[src/rtl/arbitro_ram.sv]
// arbitro_ram: two-requester arbiter in front of a single-port synchronous RAM.
// Each access takes IDLE -> GRANT -> WAIT, so the RAM is driven in GRANT and
// the requester sees done in WAIT.
// Build option: define ARB_RR_EN for round-robin priority on simultaneous
// requests. Without it, A always wins a tie and no pointer register exists.
module arbitro_ram #(
  parameter int N = 4,
  parameter int M = 4
) (
  input  logic         clk_i,
  input  logic         rst_i,
  input  logic         req_a_i,
  input  logic         req_b_i,
  input  logic         wr_a_i,
  input  logic         wr_b_i,
  input  logic [N-1:0] addr_a_i,
  input  logic [N-1:0] addr_b_i,
  input  logic [M-1:0] dato_a_i,
  input  logic [M-1:0] dato_b_i,
  output logic         gnt_a_o,
  output logic         gnt_b_o,
  output logic         done_a_o,
  output logic         done_b_o,
  output logic [M-1:0] dato_a_o,
  output logic [M-1:0] dato_b_o,
  output logic [N-1:0] addr_o,
  output logic [M-1:0] dato_write_o,
  output logic         rden_o,
  output logic         wren_o,
  input  logic [M-1:0] dato_read_i,
  output logic         busy_o
);

  typedef enum logic [1:0] {
    S_IDLE  = 2'd0,
    S_GRANT = 2'd1,
    S_WAIT  = 2'd2
  } state_t;

  state_t         state_q, state_d;
  logic           win_b_q, win_b_d;   // 1 = current access belongs to B
  logic           wr_q, wr_d;         // latched write/read selector
  logic [N-1:0]   addr_q, addr_d;     // latched address, also drives addr_o
  logic [M-1:0]   wdat_q, wdat_d;     // latched write data, also drives dato_write_o
  logic [M-1:0]   rd_a_q, rd_a_d;     // read data returned to A
  logic [M-1:0]   rd_b_q, rd_b_d;     // read data returned to B
  logic           pick_b;             // arbitration result for this cycle
  logic           arb_fire;           // an arbitration happens this cycle

  assign arb_fire = (state_q == S_IDLE) && (req_a_i || req_b_i);

`ifdef ARB_RR_EN
  logic prio_b_q, prio_b_d;           // 1 = B wins the next tie

  // Lone request always wins; on a tie the pointer picks the winner.
  always_comb pick_b = req_b_i & (~req_a_i | prio_b_q);

  // Pointer moves on every arbitration, pointing at the side that lost.
  always_comb begin
    prio_b_d = prio_b_q;
    if (arb_fire) begin
      prio_b_d = ~pick_b;
    end
  end

  // Pointer register, starts by favouring A.
  always_ff @(posedge clk_i or posedge rst_i) begin
    if (rst_i) begin
      prio_b_q <= 1'b0;
    end else begin
      prio_b_q <= prio_b_d;
    end
  end
`else
  // Fixed priority: B only wins when A is not asking.
  always_comb pick_b = req_b_i & ~req_a_i;
`endif

  // State and datapath registers; reset clears everything, aborting any access.
  always_ff @(posedge clk_i or posedge rst_i) begin
    if (rst_i) begin
      state_q <= S_IDLE;
      win_b_q <= 1'b0;
      wr_q    <= 1'b0;
      addr_q  <= '0;
      wdat_q  <= '0;
      rd_a_q  <= '0;
      rd_b_q  <= '0;
    end else begin
      state_q <= state_d;
      win_b_q <= win_b_d;
      wr_q    <= wr_d;
      addr_q  <= addr_d;
      wdat_q  <= wdat_d;
      rd_a_q  <= rd_a_d;
      rd_b_q  <= rd_b_d;
    end
  end

  // Next state, request latching, RAM strobes and handshake pulses.
  always_comb begin
    state_d  = state_q;
    win_b_d  = win_b_q;
    wr_d     = wr_q;
    addr_d   = addr_q;
    wdat_d   = wdat_q;
    rd_a_d   = rd_a_q;
    rd_b_d   = rd_b_q;
    gnt_a_o  = 1'b0;
    gnt_b_o  = 1'b0;
    done_a_o = 1'b0;
    done_b_o = 1'b0;
    rden_o   = 1'b0;
    wren_o   = 1'b0;

    case (state_q)
      S_IDLE: begin
        if (arb_fire) begin
          state_d = S_GRANT;
          win_b_d = pick_b;
          wr_d    = pick_b ? wr_b_i   : wr_a_i;
          addr_d  = pick_b ? addr_b_i : addr_a_i;
          wdat_d  = pick_b ? dato_b_i : dato_a_i;
        end
      end
      S_GRANT: begin
        gnt_a_o = ~win_b_q;
        gnt_b_o = win_b_q;
        wren_o  = wr_q;
        rden_o  = ~wr_q;
        state_d = S_WAIT;
      end
      S_WAIT: begin
        done_a_o = ~win_b_q;
        done_b_o = win_b_q;
        if (!wr_q) begin
          if (win_b_q) begin
            rd_b_d = dato_read_i;
          end else begin
            rd_a_d = dato_read_i;
          end
        end
        state_d = S_IDLE;
      end
      default: begin
        state_d = S_IDLE;
      end
    endcase
  end

  // Read data is presented from the capture mux so it is already valid in the
  // done cycle (RAM data only arrives in WAIT); afterwards the register holds it.
  assign dato_a_o     = rd_a_d;
  assign dato_b_o     = rd_b_d;
  assign addr_o       = addr_q;
  assign dato_write_o = wdat_q;
  assign busy_o       = (state_q != S_IDLE);

endmodule

[config.mk]
export PLATFORM = sky130hd
export DESIGN_NAME = arbitro_ram
export DESIGN_NICKNAME = d
export VERILOG_FILES = /design/src/rtl/arbitro_ram.sv
export SDC_FILE = /design/constraint.sdc
export NUM_CORES = 1
export LEC_CHECK = 0
export CAP_MARGIN = 25
export CORE_MARGIN = 10
export CORE_UTILIZATION = 51
export CTS_BUF_LIST = sky130_fd_sc_hd__clkbuf_4 sky130_fd_sc_hd__clkbuf_8
export DETAILED_ROUTE_END_ITERATION = 6
export DONT_BUFFER_PORTS = 1
export GPL_ROUTABILITY_DRIVEN = 0
export PLACE_DENSITY = 0.68
export SLEW_MARGIN = 20
export SYNTH_ARGS = -nofsm -noshare
export SYNTH_HDL_FRONTEND = slang
export SYNTH_SLANG_ARGS = --single-unit
[constraint.sdc]
create_clock -name clk_i -period 2.34 [get_ports clk_i]
set_input_delay 0.702 -clock clk_i [delete_from_list [all_inputs] [get_ports clk_i]]
set_output_delay 0.702 -clock clk_i [all_outputs]
set_load 0.02 [all_outputs]
==> out/metrics.yaml, run 1 <==
grt:
  grt_pass1_wl_mm: 2.95
  grt_pass1_vias: 585
  grt-ovfl-total: 0
  groute.usage.overall: 0.0924
  antenna_found_initial: 0
  grt_max_degree: 21
sta:
  layout_min_cycle_time_ns: 2.28
  max_freq_mhz: 439
  finalHoldViolCount: 0
  tightest_slew_ns: 0.739
  slew_violations: 0
  skew_ns: 0.000732
  layout_setup_ws_ns: 0.0617
  setup_viol: 0
  whs_ns: 0.405
  tns_ns: 0
  post-route-period-util: 0.974
  max_slew_margin: 0.506
run:
  maxCapViolCount: 0
synthesis:
  seq_area_frac_synth: 0.510
  syn_area_um2: 981
  syn_area_per_cell_um2: 14.6
  synthTopCellsByArea: "dfrtp_1, mux2_4, mux2_1"
  synth_ff_type: "dfrtp_1"
  yosysMostFrequentCell: "dfrtp_1"
  synth_edf_count: 0
  synth_top_area_cell: "dfrtp_1"
  synth_common_cells: "dfrtp_1, mux2_4, nor2_1, mux2_1, mux2_2"
  ys_types: 14
  async_reset_ff_frac: 1.00
  yosysWarningCount: 0
  synth_fp_nets: 93
  synth_cells: 67
  yosys_register_bits: 20
  synth_top_area_frac: 0.510
clocking:
  clkTransAtPathRegs_ns: 0.10
  cts_buffer_depth: 2
  cts_root_buffer: "clkbuf_4"
  cts_sinks: 20
  cts_tree: "yes"
  insertion_delay_ns: 0.30
  cts_inserted_buffers: 3
  htreeDepth: 1
critical_path:
  r2r_end: "addr_o[2]$_DFFE_PP0P_"
  worst_setup_path_start_kind: "flip-flop"
  critical_path.top_delay_family: "flip-flops"
  rrSetupSlack_ns: 0.83
  worstPathCellList: "nand2b_4, nor3_4, buf_4, mux2_4"
  worst_setup_path_end_kind: "output port"
  arrival_ns: 1.58
  critPathBufInv: 1
  cp_slowest_cell: "dfrtp_1"
  cp.required_ns: 1.64
  reg2regPathDepth: 3
  rr_startpoint: "state_q[1]$_DFFE_PP0P_"
  crit_path_max_fanout: 4
  critPathMaxStageDelay_ns: 0.42
  crit_type: "flip-flop to output port"
floorplan:
  start_util: 0.550
  ios: 49
  dieArea_mm2: 0.00408
  die_y_um: 63.9
  core-area_mm2: 0.00178
  rows: 15
  chipWidth_um: 63.9
routing:
  wl_met1_um: 790
  drtAntennaViolNets: 0
  drc_errors: 0
  wirelength_mm: 2.05
  viasPerCell: 5.45
  wl_met3_um: 259
  routedWlPerCell_um: 21.8
  route.met2.wl_um: 955
  dr.max_layer_used: "met4"
  first_pass_iters: 4
  via_count: 512
  drtIter0Drc: 13
final_layout:
  diodes: 0
  nNetsFinal: 97
  area_growth_pct: 8.04
  drive_gt1_frac: 0.522
pwr:
  pwr-share-clk: 0.099
  peakVddDrop_mv: 0.652
  p_switching_uw: 716
  p_comb_frac: 0.443
  power.density_mw_per_mm2: 1530
  internal-power_uw: 904
  switching_share: 0.442
  p_leak_uw: 0.000515
  seqPwrFrac: 0.458
run_status:
  outcome: "completed"
placement:
  port_buffers: 0
  pre_cts_ws_ns: 0.276
  hpwl_mm: 1.52
worst_hold_path:
  hold_class: "input pin to async pin"
[per-stage QoR]
stage,utilization,instances,area [um^2],power (uW)
floorplan,-,67,981,1300
global placement,0.557,90,993,1380
detailed placement,0.557,90,993,1390
CTS,0.577,93,1030,1590
global route,0.594,94,1060,1720
finish,0.594,94,1060,1620
[metal layers]
layer | vias up | track usage
met5 | - | 0
met4 | 0 | 0.0574
met3 | 5 | 0.0697
met2 | 31 | 0.136
met1 | 245 | 0.0908
li1 | 231 | -
[sequential cells by signal, summed over array words and instances, names as in the netlist]
signal        cells
win_b_q           1
rd_a_q            4
state_q           2
wr_q              1
addr_o            4
dato_write_o      4
rd_b_q            4
[area by class of cell]
cell class	count	area (um^2)
clock buffers	3	22.5
fillers	153	723
inverters	4	15.0
multi-input cells	41	482
flip-flops and latches	20	502
well taps	25	31.3
repair buffers	1	7.51
[repair_timing]
action,4_1_cts,5_1_grt
gates resized for setup,6,7
buffers inserted,0,1
hold buffers,0,0
pin swaps,0,1
endpoints found under the hold margin,0,0
setup endpoints to repair,8,8
[how the worst max path moves through the flow]
stage / from / to / slack, ns / cells after the start
after floorplan: state_q[0]$_DFFE_PP0P_ / dato_b_o[0] / 0.39 / 3
after global placement: state_q[0]$_DFFE_PP0P_ / dato_b_o[3] / 0.28 / 3
after detailed placement: state_q[0]$_DFFE_PP0P_ / dato_b_o[2] / 0.28 / 3
after CTS: state_q[0]$_DFFE_PP0P_ / dato_a_o[2] / -0.03 / 3
after global routing: state_q[0]$_DFFE_PP0P_ / dato_a_o[3] / -0.002 / 4
final: state_q[0]$_DFFE_PP0P_ / dato_a_o[3] / 0.06 / 4
[cells by family after synthesis]
| family | after synthesis | share of synthesized area |
|---|---|---|
| AOI/OAI and AO/OA | 3 | 0.0191 |
| buffers and inverters | 6 | 0.0344 |
| DFF | 20 | 0.510 |
| muxes | 26 | 0.367 |
| and+or+nand+nor | 12 | 0.0689 |
[cell usage in the layout (no fill, tap or decap), drive strengths merged]
cell,instances
clkbuf,3
and2,1
mux2,26
a21oi,2
nor3,2
buf,1
o21a,1
nand2b,3
nor2,6
dfrtp,20
inv,4
[power by group through the flow]
stage | Combinational [uW] | Clock, uW | Sequential (uW)
after floorplan | 604 | 0 | 692
after global placement | 649 | 0 | 728
after detailed placement | 664 | 0 | 729
after CTS | 686 | 169 | 735
after global routing | 769 | 180 | 766
final | 717 | 161 | 742
Note: power is estimated with default switching activity, not from simulation.
==> inputs of run 2 (changes only) <==
==> constraint.sdc (replaced) <==
create_clock -name clk_i -period 2.34 [get_ports clk_i]
set_input_delay 0.702 -clock clk_i [delete_from_list [all_inputs] [get_ports clk_i]]
set_output_delay 0.702 -clock clk_i [all_outputs]
set_load 0.05 [all_outputs]
==> run 2 against run 1 <==
Net effect: global-route usage is 0.70 points higher; setup slack better by 0.0015 ns; critical path type unchanged; final cell count is 7.4% higher; die area stayed put.
==> out/metrics.yaml, run 2 (synthesis results as in run 1) <==
clocking:
  clkTransAtPathRegs_ns: 0.12  # +0.02 ns
  insertion_delay_ns: 0.30  # about the same
  cts_tree: "yes"
  cts_sinks: 20  # unchanged
  cts_inserted_buffers: 3  # unchanged
  cts_root_buffer: "clkbuf_4"
  htreeDepth: 1  # unchanged
  cts_hold_buf: 0  # unchanged
  cts_buffer_depth: 2  # unchanged
routing:
  drc_errors: 0  # unchanged
  via_count: 550  # +7.4%
  wirelength_mm: 2.01  # -1.8%
  drtAntennaViolNets: 0  # unchanged
  drtIter0Drc: 5  # -8
  routedWlPerCell_um: 19.9  # -8.6%
  first_pass_iters: 4  # unchanged
  viasPerCell: 5.45  # about the same
grt:
  grt_max_degree: 21  # unchanged
  grt_pass1_wl_mm: 3.24  # +10%
  met2_usage: 0.147  # +0.0112
  busiest_layer: "met2"
  groute.usage.overall: 0.0994  # +0.00699
  grt-ovfl-total: 0  # unchanged
  antenna_found_initial: 0  # unchanged
  grt_pass1_vias: 626  # +7.0%
  use_met1: 0.118  # +0.0273
  use_met3: 0.0488  # -0.0209
critical_path:
  arrival_ns: 1.57  # about the same
  worst_setup_path_end_kind: "output port"
  worst_setup_path_start_kind: "flip-flop"
  crit_path_max_fanout: 5  # +1
  critPathMaxStageDelay_ns: 0.46  # +0.04 ns
  rr_startpoint: "state_q[0]$_DFFE_PP0P_"
  r2r_end: "addr_o[2]$_DFFE_PP0P_"
  rrSetupSlack_ns: 0.75  # -0.08 ns
  worstPathCellList: "inv_2, nor3_4, mux2_4"
  cp.required_ns: 1.64  # about the same
  reg2regPathDepth: 4  # +1
  cp_slowest_cell: "dfrtp_2"
  crit_type: "flip-flop to output port"
floorplan:
  die_y_um: 63.9  # unchanged
  core-area_mm2: 0.00178  # unchanged
  dieArea_mm2: 0.00408  # unchanged
  ios: 49  # unchanged
  start_util: 0.550  # unchanged
  chipWidth_um: 63.9  # unchanged
  rows: 15  # unchanged
run_status:
  outcome: "completed"
final_layout:
  fin_util: 0.636  # +0.0421
  fillCellCount: 142  # -7.2%
  nNetsFinal: 103  # +6.2%
  drive_gt1_frac: 0.579  # +0.0572
  final_cell_mix: "mux2_4, dfrtp_1, nor2_1, buf_4"
  diodes: 0  # unchanged
  final_common_cell: "mux2_4"
  seq_area_um2: 503  # +0.25%
  area_growth_pct: 15.7
  layoutNonFillerInstCount: 101  # +7.4%
  multi_input_area_um2: 493  # +2.3%
sta:
  max_slew_margin: 0.509  # +0.00298
  max_freq_mhz: 439  # about the same
  layout_setup_ws_ns: 0.0632  # +0.00148 ns
  setup_viol: 0  # unchanged
  skew_ns: 0.00709  # +0.00636 ns
  layout_min_cycle_time_ns: 2.28  # -0.00148 ns
  tightest_slew_ns: 0.735  # -0.00447 ns
  slew_violations: 0  # unchanged
  finalHoldViolCount: 0  # unchanged
  post-route-period-util: 0.973  # about the same
run:
  maxCapViolCount: 0  # unchanged
placement:
  port_buffers: 0  # unchanged
  hpwl_mm: 1.54  # +1.7%
  dp_cells: 95  # +5.6%
  pre_cts_ws_ns: 0.136  # -0.140 ns
worst_hold_path:
  hold_class: "input pin to async pin"
[run 2: cell count changes in the layout (fill, tap and decap cells not counted)]
cell and delta:
dfrtp_2 +1, buf_6 +1, buf_4 +5, mux2_2 -3
clkbuf_8 +1, mux2_4 +3, dfrtp_1 -1
[run 2: worst max-delay path by stage]
stage                           startpoint  depth (start not counted)           to  slack [ns]
CTS                 state_q[0]$_DFFE_PP0P_                          4  dato_a_o[2]      0.0008
floorplan           state_q[0]$_DFFE_PP0P_                          3  dato_b_o[0]        0.28
global route           win_b_q$_DFFE_PP0P_                          3  dato_b_o[3]     -0.0001
finish                 win_b_q$_DFFE_PP0P_                          3  dato_b_o[3]        0.06
global placement    state_q[0]$_DFFE_PP0P_                          3  dato_b_o[0]        0.17
detailed placement  state_q[0]$_DFFE_PP0P_                          3  dato_b_o[3]        0.14
[run 2: worst max-delay path, delay by kind of cell (launching register included)]
family | cells | cell delay (ns)
flip-flops | 1 | 0.46
multiplexers | 1 | 0.43
AND/OR/NAND/NOR | 1 | 0.31
buffers and inverters | 1 | 0.08
[run 2: per-stage QoR]
stage | hold WS (ns) | area (um^2) | TNS [ns]
4_1_cts | 0.436 | 1120 | 0
3_3_place_gp | 0.554 | 1030 | 0
6_report | 0.398 | 1130 | 0
5_1_grt | 0.456 | 1130 | -0.000148
3_5_place_dp | 0.588 | 1030 | 0
2_1_floorplan | 0.523 | 981 | 0
[run 2: cell type report]
class | count | area share
clock buffers | 4 | 0.0320
well taps | 25 | 0.0276
flip-flops and latches | 20 | 0.443
multi-input cells | 41 | 0.434
repair buffers | 7 | 0.0496
inverters | 4 | 0.0132
[run 2: per-layer routing]
metal | routed length [um] | vias up
met5 | 0 | -
met3 | 209 | 2
met1 | 831 | 275
li1 | - | 245
met2 | 960 | 28
met4 | 12 | 0
[run 2: repair_timing]
action                                  4_1_cts  5_1_grt
endpoints found under the setup margin        8        8
gates resized for setup                      15        3
buffers inserted                              1        1
pin swaps                                     1        1
Power of run 2 is left out: the tool's default activity adds up to more than one toggle a clock period on the data nets, which glitch-free logic cannot reach.
